$ cat src/rtl/mips_ctrl_pkg.sv
// rtl/mips_ctrl_pkg.sv - shared MIPS opcodes, ALU op codes, mux selects and multi-cycle states
package mips_ctrl_pkg;

    localparam logic [5:0] OP_RTYPE = 6'h00;
    localparam logic [5:0] OP_J     = 6'h02;
    localparam logic [5:0] OP_JAL   = 6'h03;
    localparam logic [5:0] OP_BEQ   = 6'h04;
    localparam logic [5:0] OP_BNE   = 6'h05;
    localparam logic [5:0] OP_ADDI  = 6'h08;
    localparam logic [5:0] OP_ORI   = 6'h0d;
    localparam logic [5:0] OP_LUI   = 6'h0f;
    localparam logic [5:0] OP_LW    = 6'h23;
    localparam logic [5:0] OP_SW    = 6'h2b;

    localparam logic [5:0] FUNCT_SLL = 6'h00;
    localparam logic [5:0] FUNCT_SRL = 6'h02;
    localparam logic [5:0] FUNCT_JR  = 6'h08;

    localparam logic [2:0] ALU_OP_RTYPE = 3'b111;
    localparam logic [2:0] ALU_OP_ADD   = 3'b100;
    localparam logic [2:0] ALU_OP_OR    = 3'b101;
    localparam logic [2:0] ALU_OP_LUI   = 3'b110;
    localparam logic [2:0] ALU_OP_SUB   = 3'b011;

    localparam logic [1:0] REG_DST_RT = 2'b00;
    localparam logic [1:0] REG_DST_RD = 2'b01;
    localparam logic [1:0] REG_DST_RA = 2'b10;

    localparam logic [1:0] MEMTO_ALUOUT = 2'b00;
    localparam logic [1:0] MEMTO_MDR    = 2'b01;
    localparam logic [1:0] MEMTO_PC     = 2'b10;

    localparam logic [1:0] PC_SRC_ALU    = 2'b00;
    localparam logic [1:0] PC_SRC_ALUOUT = 2'b01;
    localparam logic [1:0] PC_SRC_JUMP   = 2'b10;
    localparam logic [1:0] PC_SRC_RS     = 2'b11;

    localparam logic [1:0] ALU_B_RT      = 2'b00;
    localparam logic [1:0] ALU_B_FOUR    = 2'b01;
    localparam logic [1:0] ALU_B_IMM     = 2'b10;
    localparam logic [1:0] ALU_B_IMM_SH2 = 2'b11;

    typedef enum logic [3:0] {
        FETCH     = 4'd0,
        DECODE    = 4'd1,
        MEM_ADDR  = 4'd2,
        MEM_READ  = 4'd3,
        MEM_WB    = 4'd4,
        MEM_WRITE = 4'd5,
        R_EXEC    = 4'd6,
        R_WB      = 4'd7,
        I_EXEC    = 4'd8,
        I_WB      = 4'd9,
        BRANCH    = 4'd10,
        JUMP      = 4'd11,
        JAL       = 4'd12,
        JR        = 4'd13,
        TRAP      = 4'd14
    } state_t;

    typedef enum logic [3:0] {
        CLS_R,
        CLS_JR,
        CLS_I,
        CLS_LW,
        CLS_SW,
        CLS_BEQ,
        CLS_BNE,
        CLS_J,
        CLS_JAL,
        CLS_ILLEGAL
    } instr_class_t;

endpackage

$ cat src/rtl/multicycle_control_instr_class_decoder.sv
// rtl/multicycle_control_instr_class_decoder.sv - op/funct to instruction class, I-type alu_op and shamt flag
module instr_class_decoder
    import mips_ctrl_pkg::*;
(
    input  logic [5:0]   i_op,
    input  logic [5:0]   i_funct,
    output instr_class_t o_class,
    output logic [2:0]   o_i_alu_op,
    output logic         o_shamt
);

    always_comb begin
        o_class    = CLS_ILLEGAL;
        o_i_alu_op = ALU_OP_ADD;
        o_shamt    = 1'b0;
        case (i_op)
            OP_RTYPE: begin
                o_class = (i_funct == FUNCT_JR) ? CLS_JR : CLS_R;
                o_shamt = (i_funct == FUNCT_SLL) || (i_funct == FUNCT_SRL);
            end
            OP_ADDI: o_class = CLS_I;
            OP_ORI: begin
                o_class    = CLS_I;
                o_i_alu_op = ALU_OP_OR;
            end
            OP_LUI: begin
                o_class    = CLS_I;
                o_i_alu_op = ALU_OP_LUI;
            end
            OP_LW:   o_class = CLS_LW;
            OP_SW:   o_class = CLS_SW;
            OP_BEQ:  o_class = CLS_BEQ;
            OP_BNE:  o_class = CLS_BNE;
            OP_J:    o_class = CLS_J;
            OP_JAL:  o_class = CLS_JAL;
            default: o_class = CLS_ILLEGAL;
        endcase
    end

endmodule

$ cat src/rtl/multicycle_control.sv
// rtl/multicycle_control.sv - multi-cycle MIPS sequencer sharing one ALU and one memory
module multicycle_control
    import mips_ctrl_pkg::*;
#(
    parameter int CNT_WIDTH = 32
) (
    input  logic                 clk,
    input  logic                 reset,
    input  logic [5:0]           op,
    input  logic [5:0]           funct,
    input  logic                 zero,
    input  logic                 mem_ready,
    output logic                 pc_write,
    output logic                 iord,
    output logic                 mem_read,
    output logic                 mem_write,
    output logic                 ir_write,
    output logic                 reg_write,
    output logic [1:0]           reg_dst,
    output logic [1:0]           memto_reg,
    output logic                 alu_src_a,
    output logic [1:0]           alu_src_b,
    output logic                 shamt_sel,
    output logic [2:0]           alu_op,
    output logic [1:0]           pc_source,
    output logic                 illegal_op,
    output logic                 retire,
    output logic [CNT_WIDTH-1:0] retired_cnt
);

    state_t                 r_state;
    state_t                 w_next_state;
    logic [CNT_WIDTH-1:0]   r_cnt;
    instr_class_t           w_class;
    logic [2:0]             w_i_alu_op;
    logic                   w_shamt;

    instr_class_decoder u_decoder (
        .i_op       (op),
        .i_funct    (funct),
        .o_class    (w_class),
        .o_i_alu_op (w_i_alu_op),
        .o_shamt    (w_shamt)
    );

    always_ff @(posedge clk or negedge reset) begin
        if (!reset) begin
            r_state <= FETCH;
        end else begin
            r_state <= w_next_state;
        end
    end

    always_ff @(posedge clk or negedge reset) begin
        if (!reset) begin
            r_cnt <= '0;
        end else if (retire) begin
            r_cnt <= r_cnt + CNT_WIDTH'(1);
        end
    end

    assign retired_cnt = r_cnt;

    // IR holds the current instruction from DECODE onwards, so op/funct stay valid in later states
    always_comb begin
        w_next_state = r_state;
        pc_write     = 1'b0;
        iord         = 1'b0;
        mem_read     = 1'b0;
        mem_write    = 1'b0;
        ir_write     = 1'b0;
        reg_write    = 1'b0;
        reg_dst      = REG_DST_RT;
        memto_reg    = MEMTO_ALUOUT;
        alu_src_a    = 1'b0;
        alu_src_b    = ALU_B_RT;
        shamt_sel    = 1'b0;
        alu_op       = 3'b000;
        pc_source    = PC_SRC_ALU;
        illegal_op   = 1'b0;
        retire       = 1'b0;
        case (r_state)
            FETCH: begin
                mem_read  = 1'b1;
                alu_src_b = ALU_B_FOUR;
                alu_op    = ALU_OP_ADD;
                ir_write  = mem_ready;
                pc_write  = mem_ready;
                if (mem_ready) w_next_state = DECODE;
            end
            DECODE: begin
                alu_src_b = ALU_B_IMM_SH2;
                alu_op    = ALU_OP_ADD;
                case (w_class)
                    CLS_R:           w_next_state = R_EXEC;
                    CLS_JR:          w_next_state = JR;
                    CLS_I:           w_next_state = I_EXEC;
                    CLS_LW, CLS_SW:  w_next_state = MEM_ADDR;
                    CLS_BEQ, CLS_BNE: w_next_state = BRANCH;
                    CLS_J:           w_next_state = JUMP;
                    CLS_JAL:         w_next_state = JAL;
                    default:         w_next_state = TRAP;
                endcase
            end
            R_EXEC: begin
                alu_src_a    = 1'b1;
                alu_src_b    = ALU_B_RT;
                alu_op       = ALU_OP_RTYPE;
                shamt_sel    = w_shamt;
                w_next_state = R_WB;
            end
            R_WB: begin
                reg_write    = 1'b1;
                reg_dst      = REG_DST_RD;
                retire       = 1'b1;
                w_next_state = FETCH;
            end
            I_EXEC: begin
                alu_src_a    = 1'b1;
                alu_src_b    = ALU_B_IMM;
                alu_op       = w_i_alu_op;
                w_next_state = I_WB;
            end
            I_WB: begin
                reg_write    = 1'b1;
                reg_dst      = REG_DST_RT;
                retire       = 1'b1;
                w_next_state = FETCH;
            end
            MEM_ADDR: begin
                alu_src_a    = 1'b1;
                alu_src_b    = ALU_B_IMM;
                alu_op       = ALU_OP_ADD;
                w_next_state = (w_class == CLS_SW) ? MEM_WRITE : MEM_READ;
            end
            MEM_READ: begin
                mem_read = 1'b1;
                iord     = 1'b1;
                if (mem_ready) w_next_state = MEM_WB;
            end
            MEM_WB: begin
                reg_write    = 1'b1;
                memto_reg    = MEMTO_MDR;
                retire       = 1'b1;
                w_next_state = FETCH;
            end
            MEM_WRITE: begin
                mem_write = 1'b1;
                iord      = 1'b1;
                retire    = mem_ready;
                if (mem_ready) w_next_state = FETCH;
            end
            BRANCH: begin
                alu_src_a    = 1'b1;
                alu_src_b    = ALU_B_RT;
                alu_op       = ALU_OP_SUB;
                pc_source    = PC_SRC_ALUOUT;
                pc_write     = (w_class == CLS_BNE) ? !zero : zero;
                retire       = 1'b1;
                w_next_state = FETCH;
            end
            JUMP: begin
                pc_write     = 1'b1;
                pc_source    = PC_SRC_JUMP;
                retire       = 1'b1;
                w_next_state = FETCH;
            end
            JAL: begin
                reg_write    = 1'b1;
                reg_dst      = REG_DST_RA;
                memto_reg    = MEMTO_PC;
                pc_write     = 1'b1;
                pc_source    = PC_SRC_JUMP;
                retire       = 1'b1;
                w_next_state = FETCH;
            end
            JR: begin
                pc_write     = 1'b1;
                pc_source    = PC_SRC_RS;
                retire       = 1'b1;
                w_next_state = FETCH;
            end
            TRAP: begin
                illegal_op   = 1'b1;
                w_next_state = TRAP;
            end
            default: w_next_state = FETCH;
        endcase
    end

endmodule

$ cat config.mk
export PLATFORM = sky130hd
export DESIGN_NAME = multicycle_control
export DESIGN_NICKNAME = d
export VERILOG_FILES = /design/src/rtl/mips_ctrl_pkg.sv /design/src/rtl/multicycle_control_instr_class_decoder.sv /design/src/rtl/multicycle_control.sv
export SDC_FILE = /design/constraint.sdc
export NUM_CORES = 1
export LEC_CHECK = 0
export CORE_MARGIN = 2
export CORE_UTILIZATION = 50
export DETAILED_ROUTE_END_ITERATION = 12
export HOLD_SLACK_MARGIN = 0.03
export PLACE_DENSITY = 0.81
export SETUP_SLACK_MARGIN = 0.15
export SLEW_MARGIN = 20
export SYNTH_ARGS = -nofsm -noshare
export SYNTH_HDL_FRONTEND = slang
export SYNTH_SLANG_ARGS = --single-unit
$ cat constraint.sdc
create_clock -name clk -period 3.3 [get_ports clk]
set_clock_uncertainty 0.1 [all_clocks]
set_input_delay 0.495 -clock clk [delete_from_list [all_inputs] [get_ports clk]]
set_output_delay 0.495 -clock clk [all_outputs]
set_load 0.005 [all_outputs]
==> impl_metrics.tcl, run 1 <==
set metrics [dict create \
    status "complete, no violations" \
    async_flop_share_pct 100 \
    cts-buffers-inserted 5 \
    maxSlewHeadroom_pct 55.6 \
    drive_above_1_share_pct 18.2 \
    crit_top_cell "o211ai_1" \
    hold_viol 0 \
    syn_avg_cell_area_um2 8.93 \
    vdd_drop_max_mv 0.447 \
    cts_root_buffer "clkbuf_8" \
    synth_mux_area_share_pct 0.800 \
    clk_latency_ns 0.29 \
    ys_types 57 \
    synthFlopType "dfrtp_1" \
    multi_input_area_um2 1500 \
    cts_sinks 36 \
    start_util_pct 52.3 \
    synth_edf_count 0 \
    die_height_um 74.7 \
    fin_util_pct 73.0 \
    p_int_mw 1.17 \
    place_inst 416 \
    cp_slowest_cell "clkdlybuf4s50_1" \
    coreArea_um2 4790 \
    die_area_um2 5580 \
    via_count 2349 \
    grt_pass1_wl_um 9890 \
    maxCapViolations 0 \
    fillers 344 \
    layout.cells.non_filler 429 \
    postRouteAntennaNets 0 \
    worst_pin_slew_ns 0.665 \
    crit_arrival_ns 2.31 \
    finalCritPeriodShare_pct 88.0 \
    crit_fanout 2 \
    p_clk_share_pct 20.6 \
    hold_buffers 0 \
    viasPerCell 5.48 \
    setup_viol 0 \
    criticalPathCategory "in2out" \
    ys_seq_area_share_pct 36.0 \
    drtIter0Drc 105 \
    grt.total_usage_pct 22.6 \
    gp_congestion 0.814 \
    period_needed_ns 2.91 \
    overflow 0 \
    clockBufferDepth 2 \
    yosys.area_share.simple_pct 31.3 \
    antenna_found_initial 0 \
    dp_hpwl_um 4400 \
    regArea_um2 901 \
    htree_levels 2 \
    die_width_um 74.7 \
    hold_class "reg2reg" \
    p_sw_mw 0.704 \
    final_max_slew_viol_count 0 \
    layout_commonest_cell "clkdlybuf4s50_1" \
    pwr-share-comb_pct 49.1 \
    synth_fa_ha_area_share_pct 2.90 \
    yosys_register_bits 36 \
    rsz0062_at_grt "no" \
    sw_frac_of_total_pct 37.5 \
    netlist_instances 280 \
    wl_per_cell_um 14.1 \
    nNetsFinal 382 \
    p_leak_nw 1.52 \
    syn_area_um2 2500 \
    synth_top_family_by_area "simple AND/OR/NAND/NOR gates" \
    worstPathRequired_ns 2.70 \
    port_buffers 68 \
    yosysWarningCount 0 \
    synth_nets 301 \
    drc 0 \
    clock.fmax_mhz 344 \
    ios 69 \
    grt_pass1_vias 2129 \
    synth_xor_area_share_pct 11.9 \
    areaGrowthSynthToFinish_pct 39.6 \
    layout_common_cells "clkdlybuf4s50_1, dfrtp_1, xnor2_1, nand2_1, nor2_1" \
    placementRows 25 \
    finalWirelength_um 6050 \
    path_clk_slew_ns 0.08 \
    antenna_cells 0 \
    first_pass_iters 4 \
    startpoint_type "primary input" \
    p_per_area_nw_per_um2 537 \
    crit_chain "clkdlybuf4s50_1 -> nor4_2 -> nand3_1 -> nor3b_2 -> nor3_2 -> ha_1 -> o211ai_1 -> xnor2_1 -> o211ai_1 -> nand2_1 -> clkbuf_2" \
    pwr-share-seq_pct 30.3 \
    cp-end-kind "primary output" \
    grt_max_degree 37 \
    synth_compound_area_share_pct 11.5 \
    crit_path_max_incr_delay_ns 0.41 \
    cts_tree "done" \
]
## layer usage
layer,track usage (%),share of wire (%)
met3,4.28,5.0
met2,36.0,49
met5,0,0
met4,5.56,0.88
met1,32.1,45
## final cells by class
| class | count | share of cell area, % |
|---|---|---|
| Tap cell | 67 | 2.40 |
| Clock buffer | 5 | 1.97 |
| Timing Repair Buffer | 92 | 24.7 |
| Inverter | 8 | 0.860 |
| Sequential cell | 36 | 25.8 |
| Clock inverter | 3 | 1.22 |
| Multi-Input combinational cell | 218 | 43.1 |
## repair_timing
action                     4_1_cts  5_1_grt
gates resized for setup         11       11
pin swaps                        5        5
setup buffers                    5        0
hold endpoints to repair         0        0
setup endpoints to repair        1        2
## power by group through the flow
stage / logic, mW / clock network, mW / registers, mW
global route: 1.02 / 0.411 / 0.577
global placement: 0.908 / 0 / 0.574
floorplan: 0.558 / 0 / 0.546
finish: 0.921 / 0.387 / 0.569
detailed placement: 0.913 / 0 / 0.574
CTS: 0.916 / 0.393 / 0.567
## cell usage after synthesis (2+ instances only)
cell | instances | share of area [%]
o22ai_1 | 3 | 0.75
a21oi_1 | 6 | 1.2
and2_4 | 2 | 0.70
dfrtp_1 | 36 | 36
nand2_1 | 26 | 3.9
buf_6 | 3 | 1.4
clkbuf_1 | 7 | 1.1
buf_4 | 4 | 1.2
nor4_1 | 4 | 1.0
o211ai_1 | 3 | 0.90
nor3_1 | 13 | 2.6
o31ai_1 | 2 | 0.60
and3_1 | 10 | 2.5
a211oi_1 | 3 | 0.90
xnor2_1 | 27 | 9.5
nand3_2 | 6 | 2.4
nand3_1 | 16 | 3.2
and4_1 | 2 | 0.70
inv_1 | 7 | 1.1
xor2_1 | 7 | 2.5
nor3b_1 | 3 | 0.90
and4_4 | 2 | 0.90
nand4_1 | 7 | 1.8
nor3_2 | 3 | 1.2
ha_1 | 5 | 2.5
nor2b_1 | 4 | 1.0
o21ai_0 | 13 | 2.6
nor2_1 | 23 | 3.5
mux2i_1 | 2 | 0.80
buf_2 | 3 | 0.60
nand2b_1 | 2 | 0.50
## registers in the layout, indices dropped and copies added (netlist names)
name,count
retired_cnt,32
r_state,4
## worst paths after layout
check | from | endpoint | slack [ns] | cells after the start
min | retired_cnt[31] | retired_cnt[31] | 0.37 | 1
min reg2reg | retired_cnt[31] | retired_cnt[31] | 0.37 | 1
min in group asynchronous | reset | retired_cnt[31] | 0.51 | 2
max | funct[0] | pc_write | 0.39 | 11
max in group asynchronous | reset | retired_cnt[10] | 2.27 | 2
max reg2reg | r_state[0] | retired_cnt[20] | 1.04 | 8
## cells by family (layout without fill, tap and decap cells)
family	count (synthesis)	after routing
simple gates	135	135
compound gates	41	41
flops	36	36
xor+xnor	34	34
buf+inv	26	108
fa+ha+maj	6	6
mux	2	2
## worst max-delay path: cells and delay by family
family                   cells  cell delay [ns]
AO/OA/AOI/OAI                2             0.27
XOR/XNOR                     1             0.09
adder cells (fa/ha/maj)      1             0.19
buffers and inverters        2             0.52
AND/OR/NAND/NOR              5             0.74
## through the flow
step	setup slack [ns]	cell area (µm²)	power, mW	hold slack [ns]	setup TNS [ns]
2_1_floorplan	0.712	2500	1.10	0.0994	0
3_3_place_gp	-0.148	3300	1.48	0.356	-0.148
3_5_place_dp	-0.225	3300	1.49	0.364	-0.225
4_1_cts	0.0733	3460	1.88	0.375	0
5_1_grt	0.211	3490	2.01	0.403	0
6_report	0.395	3490	1.88	0.370	0
Note: power is estimated with default switching activity, not from simulation.
==> inputs of run 2 (changes only) <==
--- a/config.mk
+++ b/config.mk
@@ -5,11 +5,13 @@
 export SDC_FILE = /design/constraint.sdc
 export NUM_CORES = 1
 export LEC_CHECK = 0
+export CELL_PAD_IN_SITES_DETAIL_PLACEMENT = 1
+export CELL_PAD_IN_SITES_GLOBAL_PLACEMENT = 2
 export CORE_MARGIN = 2
-export CORE_UTILIZATION = 50
+export CORE_UTILIZATION = 31
 export DETAILED_ROUTE_END_ITERATION = 12
 export HOLD_SLACK_MARGIN = 0.03
-export PLACE_DENSITY = 0.81
+export PLACE_DENSITY = 0.84
 export SETUP_SLACK_MARGIN = 0.15
 export SLEW_MARGIN = 20
 export SYNTH_ARGS = -nofsm -noshare
==> run 2 against run 1 <==
Final area grew 0.22%. Critical endpoint unchanged. Sequential share of layout area shrank 0.055 points. Sequential power grew 2%. Cell count grew 8.2%. Register-to-register slack lost 0.15 ns. Sequential cell count is the same. Wire length grew 17%.
==> impl_metrics.tcl, run 2 (synthesis gave the netlist of run 1 again) <==
set metrics [dict create \
    status "complete, no violations" \
    rsz0062_at_grt "yes" \
    worstPathRequired_ns 2.70 \
    antenna_found_initial 0 \
    crit_fanout 2 \
    cts_root_buffer "clkbuf_8" \
    coreArea_um2 7770 \
    antenna_cells 0 \
    die_area_um2 8800 \
    grt_max_degree 37 \
    period_needed_ns 3.09 \
    crit_arrival_ns 2.49 \
    gp_congestion 0.823 \
    drc 0 \
    dp_hpwl_um 5450 \
    hold_class "in2async" \
    start_util_pct 32.2 \
    overflow 0 \
    cp-end-kind "primary output" \
    viasPerCell 5.04 \
    finalWirelength_um 7080 \
    cts_tree "done" \
    clk_latency_ns 0.29 \
    worst_pin_slew_ns 0.812 \
    vdd_drop_max_mv 0.180 \
    crit_family "simple AND/OR/NAND/NOR gates" \
    cp_slowest_cell "clkdlybuf4s50_1" \
    r2r_cells 6 \
    p_leak_nw 1.48 \
    hold_buffers 0 \
    maxSlewHeadroom_pct 45.9 \
    largest_reg_flops 32 \
    startpoint_type "primary input" \
    hold_slack_ns 0.199 \
    hold_viol 0 \
    nNetsFinal 382 \
    worst-path-buf-inv 2 \
    crit_top_cell "o211ai_1" \
    crit_cells 11 \
    maxCapViolations 0 \
    fin_setup_tns_ns 0 \
    clock.fmax_mhz 324 \
    drtIter0Drc 69 \
    p_total_mw 1.85 \
    finalCritPeriodShare_pct 93.6 \
    criticalPathCategory "in2out" \
    die_height_um 93.8 \
    placementRows 32 \
    htree_levels 2 \
    cts_sinks 36 \
    layout_common_cells "clkdlybuf4s50_1, dfrtp_1, xnor2_1, nand2_1, nor2_1" \
    grt.total_usage_pct 17.1 \
    crit_chain "clkdlybuf4s50_1 -> nor4_2 -> nand3_1 -> nor3b_2 -> nor3_2 -> ha_1 -> o211ai_1 -> xnor2_1 -> o211ai_1 -> nand2_1 -> dlygate4sd2_1" \
    postRouteAntennaNets 0 \
    clockBufferDepth 2 \
    via_count 2339 \
    die_width_um 93.8 \
    drive_above_1_share_pct 17.4 \
    p_per_area_nw_per_um2 528 \
    ios 69 \
    areaGrowthSynthToFinish_pct 39.9 \
    cts-buffers-inserted 5 \
    path_clk_slew_ns 0.07 \
    wl_per_cell_um 15.3 \
    crit_path_max_incr_delay_ns 0.41 \
    final_max_slew_viol_count 0 \
    grt_pass1_wl_um 12100 \
    layout_commonest_cell "clkdlybuf4s50_1" \
    grt_pass1_vias 2484 \
    first_pass_iters 4 \
    port_buffers 68 \
    setup_viol 0 \
]
run 2: changes by cell type in the layout (fill, tap and decap cells not counted), sizes merged:
cell / delta
clkinv: +1
buf: +1
dlymetal6s2s: -2
bufinv: -1
clkinvlp: -1
dlygate4sd2: +1
clkdlybuf4s50: +1
run 2: final timing paths:
path	endpoint	slack, ns	start
worst min-delay path	retired_cnt[31]	0.20	reset
worst max-delay path	pc_write	0.21	funct[2]
max in group asynchronous	retired_cnt[1]	2.39	reset
worst max register to register	retired_cnt[25]	0.89	r_state[1]
worst min register to register	retired_cnt[31]	0.37	retired_cnt[31]
min in group clk	retired_cnt[31]	0.37	retired_cnt[31]
run 2: layout make-up:
type | count | area [µm²]
timing repair buffer | 92 | 856
fill | 910 | 4270
multi-input combinational | 218 | 1490
clock buffer | 6 | 82.6
inverter | 8 | 30.0
clock inverter | 2 | 10.0
tap | 102 | 128
sequential | 36 | 901
run 2: report_power, final:
part | internal (mW) | switching (mW) | total, mW
clock | 0.167 | 0.162 | 0.329
sequential | 0.493 | 0.0877 | 0.581
combinational | 0.462 | 0.476 | 0.937
total | 1.12 | 0.726 | 1.85
run 2: routing by layer:
layer	wire length, µm	vias to the layer above	global-route usage [%]
met5	0	-	0
met1	3220	1143	21.8
met2	3620	47	30.5
met4	51	0	4.35
li1	-	1145	-
met3	198	4	2.09
run 2: timing repair:
action                     4_1_cts  5_1_grt
resized for setup               12        2
pin swaps                        4        3
setup endpoints to repair        1        4
setup buffers                    3        0
run 2: per-stage QoR:
stage / instance area (µm²) / worst slack, ns / utilization (%) / cells
final: 3500 / 0.211 / 45.1 / 464
after global routing: 3500 / 0.0104 / 45.1 / 464
after CTS: 3490 / 0.177 / 44.9 / 464
after detailed placement: 3350 / -0.254 / 43.2 / 453
after global placement: 3350 / -0.214 / 43.2 / 453
after floorplan: 2500 / 0.712 / - / 280
